File: src/rtl/rsa_job_arbiter.sv
// rsa_job_arbiter: shares one modular-exponentiation engine between two
// requesters. Jobs are granted round-robin, issued to the engine with a
// one-cycle start pulse, and answered with a one-cycle response carrying
// the owner id, the result and an error flag (reject for N<2, or watchdog
// timeout).
module rsa_job_arbiter #(
  parameter int n       = 6,
  parameter int TIMEOUT = 255
) (
  input  logic         clk,
  input  logic         rst,
  input  logic         req0_valid,
  output logic         req0_ready,
  input  logic [n-1:0] req0_base,
  input  logic [n-1:0] req0_key,
  input  logic [n-1:0] req0_n,
  input  logic         req1_valid,
  output logic         req1_ready,
  input  logic [n-1:0] req1_base,
  input  logic [n-1:0] req1_key,
  input  logic [n-1:0] req1_n,
  output logic         rsp_valid,
  output logic         rsp_id,
  output logic [n-1:0] rsp_result,
  output logic         rsp_err,
  output logic         busy,
  output logic         eng_start,
  output logic [n-1:0] eng_base,
  output logic [n-1:0] eng_key,
  output logic [n-1:0] eng_n,
  input  logic [n-1:0] eng_result,
  input  logic         eng_done,
  output logic         eng_abort
);

  typedef enum logic [1:0] {IDLE, ISSUE, WAIT, RESP} state_t;

  localparam logic [15:0] WDOG_LAST = 16'(TIMEOUT - 1);

  state_t         state, state_nx;
  logic           last_grant;
  logic           grant;
  logic           accept;
  logic           reject;
  logic           expired;
  logic [15:0]    wdog;
  logic [n-1:0]   sel_base, sel_key, sel_n;

  // Round-robin grant and operand mux for the requester that would be accepted.
  always_comb begin
    // NOTE: every signal written here gets a default first, so no path can
    // leave one unassigned and infer a latch.
    grant = 1'b0;
    if (req0_valid && req1_valid) grant = ~last_grant;
    else if (req1_valid)          grant = 1'b1;
    sel_base   = grant ? req1_base : req0_base;
    sel_key    = grant ? req1_key  : req0_key;
    sel_n      = grant ? req1_n    : req0_n;
    req0_ready = (state == IDLE) && req0_valid && !grant;
    req1_ready = (state == IDLE) && req1_valid &&  grant;
    accept     = req0_ready || req1_ready;
    reject     = (sel_n[n-1:1] == '0);   // modulus 0 or 1
    expired    = (wdog == WDOG_LAST);
  end

  // Next-state logic and the one-cycle control pulses.
  always_comb begin
    state_nx  = state;
    eng_start = 1'b0;
    eng_abort = 1'b0;
    rsp_valid = 1'b0;
    busy      = (state != IDLE);
    case (state)
      IDLE: begin
        if (accept) state_nx = reject ? RESP : ISSUE;
      end
      ISSUE: begin
        eng_start = 1'b1;
        state_nx  = WAIT;
      end
      WAIT: begin
        if (eng_done) begin
          state_nx = RESP;
        end else if (expired) begin
          // A job being wiped by reset must not abort the engine.
          eng_abort = !rst;
          state_nx  = RESP;
        end
      end
      RESP: begin
        rsp_valid = 1'b1;
        state_nx  = IDLE;
      end
      default: state_nx = IDLE;
    endcase
  end

  // State, arbitration history, watchdog, operand and response registers.
  always_ff @(posedge clk) begin
    // NOTE: state is updated with non-blocking assignments so every register
    // sees the pre-edge values of the others, independent of statement order.
    if (rst) begin
      // NOTE: all datapath registers are cleared too, not just control, so
      // the operand and response outputs read 0 straight out of reset.
      state      <= IDLE;
      last_grant <= 1'b1;
      wdog       <= '0;
      eng_base   <= '0;
      eng_key    <= '0;
      eng_n      <= '0;
      rsp_id     <= 1'b0;
      rsp_result <= '0;
      rsp_err    <= 1'b0;
    end else begin
      state <= state_nx;
      case (state)
        IDLE: begin
          if (accept) begin
            eng_base   <= sel_base;
            eng_key    <= sel_key;
            eng_n      <= sel_n;
            rsp_id     <= grant;
            last_grant <= grant;
            rsp_result <= '0;
            rsp_err    <= reject;
          end
        end
        ISSUE: wdog <= '0;
        WAIT: begin
          wdog <= wdog + 16'd1;
          if (eng_done) begin
            rsp_result <= eng_result;
            rsp_err    <= 1'b0;
          end else if (expired) begin
            rsp_result <= '0;
            rsp_err    <= 1'b1;
          end
        end
        default: ;
      endcase
    end
  end

endmodule

File: config.mk
export PLATFORM = sky130hd
export DESIGN_NAME = rsa_job_arbiter
export DESIGN_NICKNAME = d
export VERILOG_FILES = /design/src/rtl/rsa_job_arbiter.sv
export SDC_FILE = /design/constraint.sdc
export NUM_CORES = 1
export LEC_CHECK = 0
export ABC_AREA = 1
export BUFFER_PORTS_ARGS = -buffer_cell sky130_fd_sc_hd__clkbuf_2
export CAP_MARGIN = 20
export CORE_UTILIZATION = 39
export DETAILED_ROUTE_END_ITERATION = 12
export PLACE_DENSITY = 0.62
export SYNTH_ARGS = -nofsm -noshare
export SYNTH_HDL_FRONTEND = slang
export SYNTH_SLANG_ARGS = --single-unit
File: constraint.sdc
create_clock -name clk -period 1.6 [get_ports clk]
set_input_delay 0.08 -clock clk [delete_from_list [all_inputs] [get_ports clk]]
set_output_delay 0.08 -clock clk [all_outputs]
set_load 0.02 [all_outputs]
* Word level (Yosys, flattened, before mapping)
Index checks and enable logic that the tools add are counted.
** Storage, ports and cells
- Register bits after elaboration :: 45
- Input bits :: 47
- Output and inout port bits :: 32
- Logic and storage cells :: 57
** Cells by class
- Add/subtract/negate cells :: 1
- Equal/unequal tests :: 6
- Mux-type cells :: 24
- Bitwise operators :: 1
- Reductions and logical operators :: 16
** Operators with widths (count)
- $mux 6 :: 6
- $pmux 16 s2 :: 1
- $add 16x1->16 const B :: 1
- $eq 16x8->1 const B :: 1
- $pmux 6 s2 :: 1
- $mux 1 :: 10
- $mux 2 :: 4
- $pmux 2 s4 :: 1
- $reduce_bool 2->1 :: 3
- $logic_and 1x1->1 :: 5
- $logic_not 5->1 :: 1
- $eq 2x2->1 const B :: 2
- $reduce_and 2->1 :: 2
- $ne 3x3->1 const B :: 1
- $reduce_and 3->1 :: 1
- $eq 2x1->1 const B :: 1
- $logic_not 1->1 :: 2
- $logic_not 2->1 :: 1
- $ne 2x2->1 const B :: 1
- $pmux 1 s2 :: 1
- $logic_or 1x1->1 :: 1
- $not 1->1 :: 1

* Depth between registers and ports, before layout
Gate-level depths: netlist of the first run.
- Depth in word-level cells :: 7
- Gate-level depth with buffers :: 11
- Depth with buffers taken out :: 10

* Least setup slack after synthesis of the first run
OpenSTA, ideal clock, no wires.
- Path type :: register -> output
- Start point :: reg state[0]
- End point :: out eng_abort
- Data arrival time :: 1674 ps
- Data required time :: 1520 ps
- Setup slack :: -154 ps
- Stages on the path, launching flop included :: 7
- Path buffers :: 0
- Cell sequence :: dfxtp_1 inv_1 ha_1 inv_1 nor2_1 nand2_1 nor4_1
** On the way
- Longest elaborated chain between the ends :: 2
** RTL lines
- start: declaration :: line 40 : state_t state, state_nx;
- start signal: assignment :: line 115 : state <= state_nx;
- $eq 2x2->1 :: line 73 : case (state)
- $mux 1 :: line 73
- end: declaration :: line 33 : output logic eng_abort
Every way passes these cells.

* Worst setup path after layout of the first run
Ends and elaborated chain as after synthesis.

==> impl_results.md, run 1 <==
- Crit path DAT: 1.49 ns
- PD cells: 1420 nW/um^2
- Drt wl/cell: 11.5 um
- I/O pin cnt: 79
- Routed met3 length: 230 um
- Skew final: 0.00389 ns
- Hold Path Class: in2reg
- Setup WS pre-CTS: -0.0322 ns
- Status: finished, final reports clean
- Synth top area share: 36.8%
- Sequential share of power: 32.0%
- Measured slew at the worst slew-check pin: 0.295 ns
- Max transition margin: 80.3%
- Initial antenna violation count: 0
- Die height: 81.3 um
- Net switching power: 1800 uW
- CTS Buf Count: 5
- Die width: 81.3 um
- Hold Buf Count CTS: 0
- CTS tree: built
- Core area: 5990 um^2
- Yosys synthesis warning count: 0
- Total Wirelength: 5.93 mm
- H-tree depth: 2
- Worst VDD drop: 0.813 mV
- Vias in the first global route: 2189
- Initial core utilization: 40.9%
- First-pass GRT wire length: 9.65 mm
- Syn Std Cell Area: 2450 um^2
- Sw frac: 39.2%
- Fin nets: 496
- Dominant cells by area after synthesis: dfxtp_1 (37%), nand2_1 (12%), inv_1 (8.0%), nand3_1 (5.9%), o211ai_1 (5.5%)
- Metal-1 WL: 2.77 mm
- Maximum clock rate: 636 MHz
- Endpoints failing hold: 0
- Leakage Power: 0.00168 uW
- Area leader, netlist: dfxtp_1
- Post-synth ARST share: 0%
- RSZ-0062 raised after global routing: true
- Top Metal Used: met4
- Drt first pass iters: 4
- Die footprint: 6610 um^2
- Crit end category: primary output
- Crit path kind: reg2out
- Global Route Usage Sum: 18.9%
- Syn avg cell area: 7.08 um^2
- Number of diodes: 0
- Drt initial violations: 64
- Synthesis-to-layout area growth: 31.8%
- Cell variety after synth: 33
- DP Wirelength: 4.46 mm
- Commonest non-fill, non-tap cell in the layout: clkbuf_2
- CTS max path bufs: 2
- I/O Buffers: 78
- Max-cap viol count: 0
- Final period demand of the worst path: 1.57 ns
- Root Buffer: clkbuf_8
- Part of the power in combinational logic: 45.8%
- Fillers: 574
- Clock power frac: 22.1%
- Period utilization: 98.2%
- Layout cells sized above 1: 35.0%
- EDFF count, synth: 0
- Worst-skew pair later-pin latency: 0.30 ns
- Grt ovf: 0
- Largest net degree at the start of global routing: 27
- Critical Path Source Type: flop
- Flops & latches, synth: 45
- WL met2: 2.87 mm
- Internal: 2790 uW
- Crit-path max FO: 3
- Worst Path Required: 1.52 ns
- # setup viols final: 0
- Pins Over Slew Limit: 0
- Clk slew on worst S/H paths: 0.09 ns
- Routed vias: 2449
- Cells after Synth: 346
- Fin Hold WS: 0.0295 ns
- RePlAce Congestion: 0.812
- Layout Utilization: 53.9%
- Worst setup margin: 0.0288 ns
- Setup TNS Final: 0 ns
- Commonest non-fill, non-tap cells in the layout: clkbuf_2 (77), nand2_1 (75), inv_1 (48)
- Syn_nets: 400
- Total Power: 4600 uW
- Top FF cell, synth: dfxtp_1
- Register area share after synthesis: 36.8%
- Core Rows: 28
- Post-route ant nets: 0
- DR vias/cell: 4.73
- Remaining DRCs: 0
- Clock sink total: 45
metal layers:
layer,global-route usage [%],vias up
met3,3.37,7
li1,-,1296
met4,5.89,0
met2,34.3,55
met5,0,-
met1,22.1,1091
worst max-delay path, stage by stage (launching register included):
cell     delay (ns)
dfxtp_2        0.33
inv_2          0.07
buf_6          0.10
ha_4           0.14
inv_4          0.04
nor2_4         0.11
nand2_2        0.08
nor4_4         0.14
buf_4          0.18
state kept, by name, summed over array words and instances, names as in the netlist:
register / flops
eng_base: 6
last_grant: 1
rsp_result: 6
rsp_id: 1
rsp_err: 1
eng_n: 6
state: 2
wdog: 16
eng_key: 6
cell type report:
cell class | count | area, um^2 | area share [%]
Clock inverter | 3 | 65.1 | 2.01
Clock buffer | 5 | 68.8 | 2.13
Multi-Input combinational cell | 229 | 1290 | 40.0
Sequential cell | 45 | 903 | 28.0
Tap cell | 75 | 93.8 | 2.91
Timing Repair Buffer | 102 | 577 | 17.9
Inverter | 59 | 230 | 7.13
metrics by stage:
stage          instance area, um^2  instances
2_1_floorplan                 2460        346
3_3_place_gp                  2970        503
3_5_place_dp                  2970        503
4_1_cts                       3150        514
5_1_grt                       3230        518
6_report                      3230        518
logic make-up after synthesis:
| logic type | share of synthesized area, % |
|---|---|
| AND/OR/NAND/NOR | 33.6 |
| flip-flops | 36.8 |
| XOR/XNOR | 0.715 |
| adder cells (fa/ha/maj) | 3.57 |
| buffers and inverters | 13.3 |
| AO/OA/AOI/OAI | 12.0 |
final timing paths:
check | endpoint | start | slack (ns) | cells after the start
hold / removal | rsp_result[0]$_SDFFE_PP0P_ | eng_result[0] | 0.03 | 3
setup reg to reg | wdog[12]$_SDFFE_PP0P_ | state[0]$_SDFFE_PP0P_ | 0.09 | 9
hold reg to reg | rsp_result[2]$_SDFFE_PP0P_ | rsp_result[2]$_SDFFE_PP0P_ | 0.46 | 2
setup / recovery | eng_abort | state[0]$_SDFFE_PP0P_ | 0.03 | 8
power groups by stage:
| stage | sequential [uW] | clock, uW | combinational (uW) |
|---|---|---|---|
| floorplan | 1700 | 0 | 1150 |
| global placement | 1480 | 0 | 1920 |
| detailed placement | 1490 | 0 | 1930 |
| CTS | 1470 | 1050 | 2020 |
| global route | 1500 | 1110 | 2330 |
| finish | 1470 | 1020 | 2110 |
repair_timing:
| action | 4_1_cts | 5_1_grt |
|---|---|---|
| gates cloned | 0 | 0 |
| pin swaps | 4 | 5 |
| endpoints found under the setup margin | 6 | 24 |
| resized for setup | 10 | 13 |
| setup buffers | 3 | 4 |
synth_stat cells (4+ instances only):
cell,instances
o21ai_0,5
nor2_1,26
nor3_1,5
a21oi_1,19
dfxtp_1,45
nand2_2,11
inv_2,6
nand4_1,5
buf_2,5
nand2_1,77
o211ai_1,18
nor2_2,5
nand3_1,29
nand3b_1,6
ha_1,7
inv_1,52
buf_6,4
(Power assumes the default switching activity.)
==> run 2, diff against run 1 <==
Settings changed: CORE_ASPECT_RATIO set to 1.75, CORE_UTILIZATION 39 to 30, PLACE_DENSITY 0.62 to 0.5.
==> run 2 against run 1 <==
Die area increased by 29%. Core utilization decreased by 12 points. Register-to-register slack improved by 0.02 ns. Setup slack improved by 0.034 ns. Power increased by 3.7%. Global-route usage decreased by 3.2 points. Via count increased by 0.82%. Largest power group unchanged. Hold slack improved by 0.020 ns. Combinational power about the same. Largest cell class unchanged. Non-clock buffer count increased by 1. Highest routed layer unchanged. Count of clock-buffer cells in the layout increased by 1.
==> impl_results.md, run 2 (synthesis results as in run 1) <==
- Commonest non-fill, non-tap cell in the layout: clkbuf_2
- Commonest non-fill, non-tap cells in the layout: clkbuf_2 (77), nand2_1 (75), inv_1 (49)
- Worst-skew pair later-pin latency: 0.29 ns (about the same)
- Critical Path Source Type: flop
- I/O pin cnt: 79 (unchanged)
- Drt first pass iters: 4 (unchanged)
- Initial core utilization: 31.0% (-9.9 points)
- DR vias/cell: 4.62 (-2.2%)
- Crit path cell chain: inv_2, buf_6, ha_4, inv_4, nor2_4, nand2_2, nor4_4, buf_4
- CP top delay family: buffers and inverters
- CTS Buf Count: 5 (unchanged)
- Measured slew at the worst slew-check pin: 0.301 ns (+0.00606 ns)
- GR Layer Usage met2: 29.2% (-5.2 points)
- Crit path DAT: 1.46 ns (-0.03 ns)
- Number of flip-flops in the largest register: 16 (unchanged)
- Drt initial violations: 107 (+67%)
- CTS tree: built
- Crit end category: primary output
- Max-cap viol count: 0 (unchanged)
- Fillers: 865 (+51%)
- Fin nets: 497 (+0.20%)
- Max stage delay cell, worst path: dfxtp_2
- Gr busiest metal: met2
- Global Route Usage Sum: 15.7% (-3.2 points)
- Endpoints failing hold: 0 (unchanged)
- CP bufs+invs: 4 (unchanged)
- Final period demand of the worst path: 1.54 ns (-0.0340 ns)
- Crit-path max FO: 3 (unchanged)
- PD cells: 1450 nW/um^2 (+1.7%)
- Met1 Use GR: 16.8% (-5.4 points)
- CTS max path bufs: 2 (unchanged)
- Status: finished, final reports clean
- Clock sink total: 45 (unchanged)
- Drt wl/cell: 11.8 um (+3.1%)
- Placed Area: 3020 um^2 (+1.6%)
- Max transition margin: 79.9% (-0.40 points)
- Number of diodes: 0 (unchanged)
- # setup viols final: 0 (unchanged)
- Core area: 7910 um^2 (+32%)
- RSZ-0062 raised after global routing: true
- Root Buffer: clkbuf_16
- First-pass GRT wire length: 10.6 mm (+9.5%)
- Hold Path Class: in2reg
- Synthesis-to-layout area growth: 34.3%
- Largest Register: wdog
- Crit path largest cell delay: 0.32 ns (about the same)
- Die footprint: 8550 um^2 (+29%)
- H-tree depth: 2 (unchanged)
- DP Wirelength: 5.06 mm (+13%)
- Die width: 70.3 um (-13%)
- RePlAce Congestion: 0.831 (+2.2%)
- Total Wirelength: 6.31 mm (+6.3%)
- Period utilization: 96.1% (-2.1 points)
- Post-route cell area: 3290 um^2 (+1.9%)
- Skew final: 0.00502 ns (+0.00112 ns)
- Leakage Power: 0.00171 uW (+1.7%)
- Maximum clock rate: 651 MHz (+2.2%)
- Met3 Track Usage GR: 3.14% (-0.23 points)
- Remaining DRCs: 0 (unchanged)
- Total Power: 4770 uW (+3.7%)
- Worst VDD drop: 0.662 mV (-19%)
- Die height: 122 um (+50%)
- Placed insts: 522 (+3.8%)
- Post-route ant nets: 0 (unchanged)
- Worst Path Required: 1.52 ns (about the same)
- Initial antenna violation count: 0 (unchanged)
- Layout cells sized above 1: 34.5% (-0.53 points)
- I/O Buffers: 78 (unchanged)
- Pins Over Slew Limit: 0 (unchanged)
- Hold Buf Count CTS: 0 (unchanged)
- Core Rows: 43 (+54%)
- Grt ovf: 0 (unchanged)
- Clk slew on worst S/H paths: 0.06 ns (-0.03 ns)
- Routed vias: 2469 (+0.82%)
- Crit path kind: reg2out
- Largest net degree at the start of global routing: 24 (-11%)
- Fin cells: 534 (+3.1%)
- Vias in the first global route: 2335 (+6.7%)
-- run 2: changes by cell type in the layout (fill, tap and decap cells not counted), sizes merged --
cell / before / now
bufinv: 2 / 1
clkbuf: 82 / 83
buf: 25 / 26
-- run 2: worst paths after layout --
kind                              startpoint                    endpoint  slack, ns  cells past startpoint
setup reg to reg       state[0]$_SDFFE_PP0P_        rsp_err$_SDFFE_PP0P_       0.11                     12
hold reg to reg   rsp_result[2]$_SDFFE_PP0P_  rsp_result[2]$_SDFFE_PP0P_       0.46                      2
hold / removal                 eng_result[0]  rsp_result[0]$_SDFFE_PP0P_       0.05                      3
setup / recovery       state[0]$_SDFFE_PP0P_                   eng_abort       0.06                      8
-- run 2: stage by stage --
stage	hold slack [ns]	setup TNS [ns]	worst slack (ns)	utilization, %
floorplan	0.244	0	0.0487	-
global placement	0.348	-0.0261	-0.0261	38.1
detailed placement	0.356	-0.0826	-0.0548	38.1
CTS	0.0488	-0.0286	-0.0155	40.9
global route	0.0880	-0.0553	-0.0454	41.6
finish	0.0492	0	0.0627	41.6
-- run 2: repair_timing --
action                                  CTS  global route
buffers inserted                          2             2
cloned                                    0             0
endpoints found under the setup margin    5            16
resized for setup                        11            10
pin swaps                                 2             3
-- run 2: worst register-to-register path, cell delays in order (launching register included) --
cell and delay (ns):
dfxtp_2 0.33, inv_2 0.05, buf_6 0.11, ha_4 0.16, inv_4 0.07, nor2_4 0.04, buf_4 0.12, buf_4 0.13
nand2_4 0.12, nand2_4 0.10, nand2_2 0.06, nand2_1 0.04, nor2_1 0.10
-- run 2: cell type report --
class / instances / area, um^2 / area share [%]
clock buffer: 6 / 129 / 3.92
clock inverter: 2 / 38.8 / 1.18
inverter: 59 / 230 / 7.00
multi-input combinational: 229 / 1290 / 39.3
sequential: 45 / 903 / 27.5
tap: 90 / 113 / 3.42
timing repair buffer: 103 / 584 / 17.8
-- run 2: layer usage --
layer	routed length, um	share of wire, %
met1	2480	39
met2	3400	54
met3	263	4.2
met4	167	2.6
met5	0	0
-- run 2: power by group --
part | switching, uW | total, uW | internal [uW]
sequential | 121 | 1470 | 1350
combinational | 1290 | 2130 | 842
clock | 430 | 1170 | 740
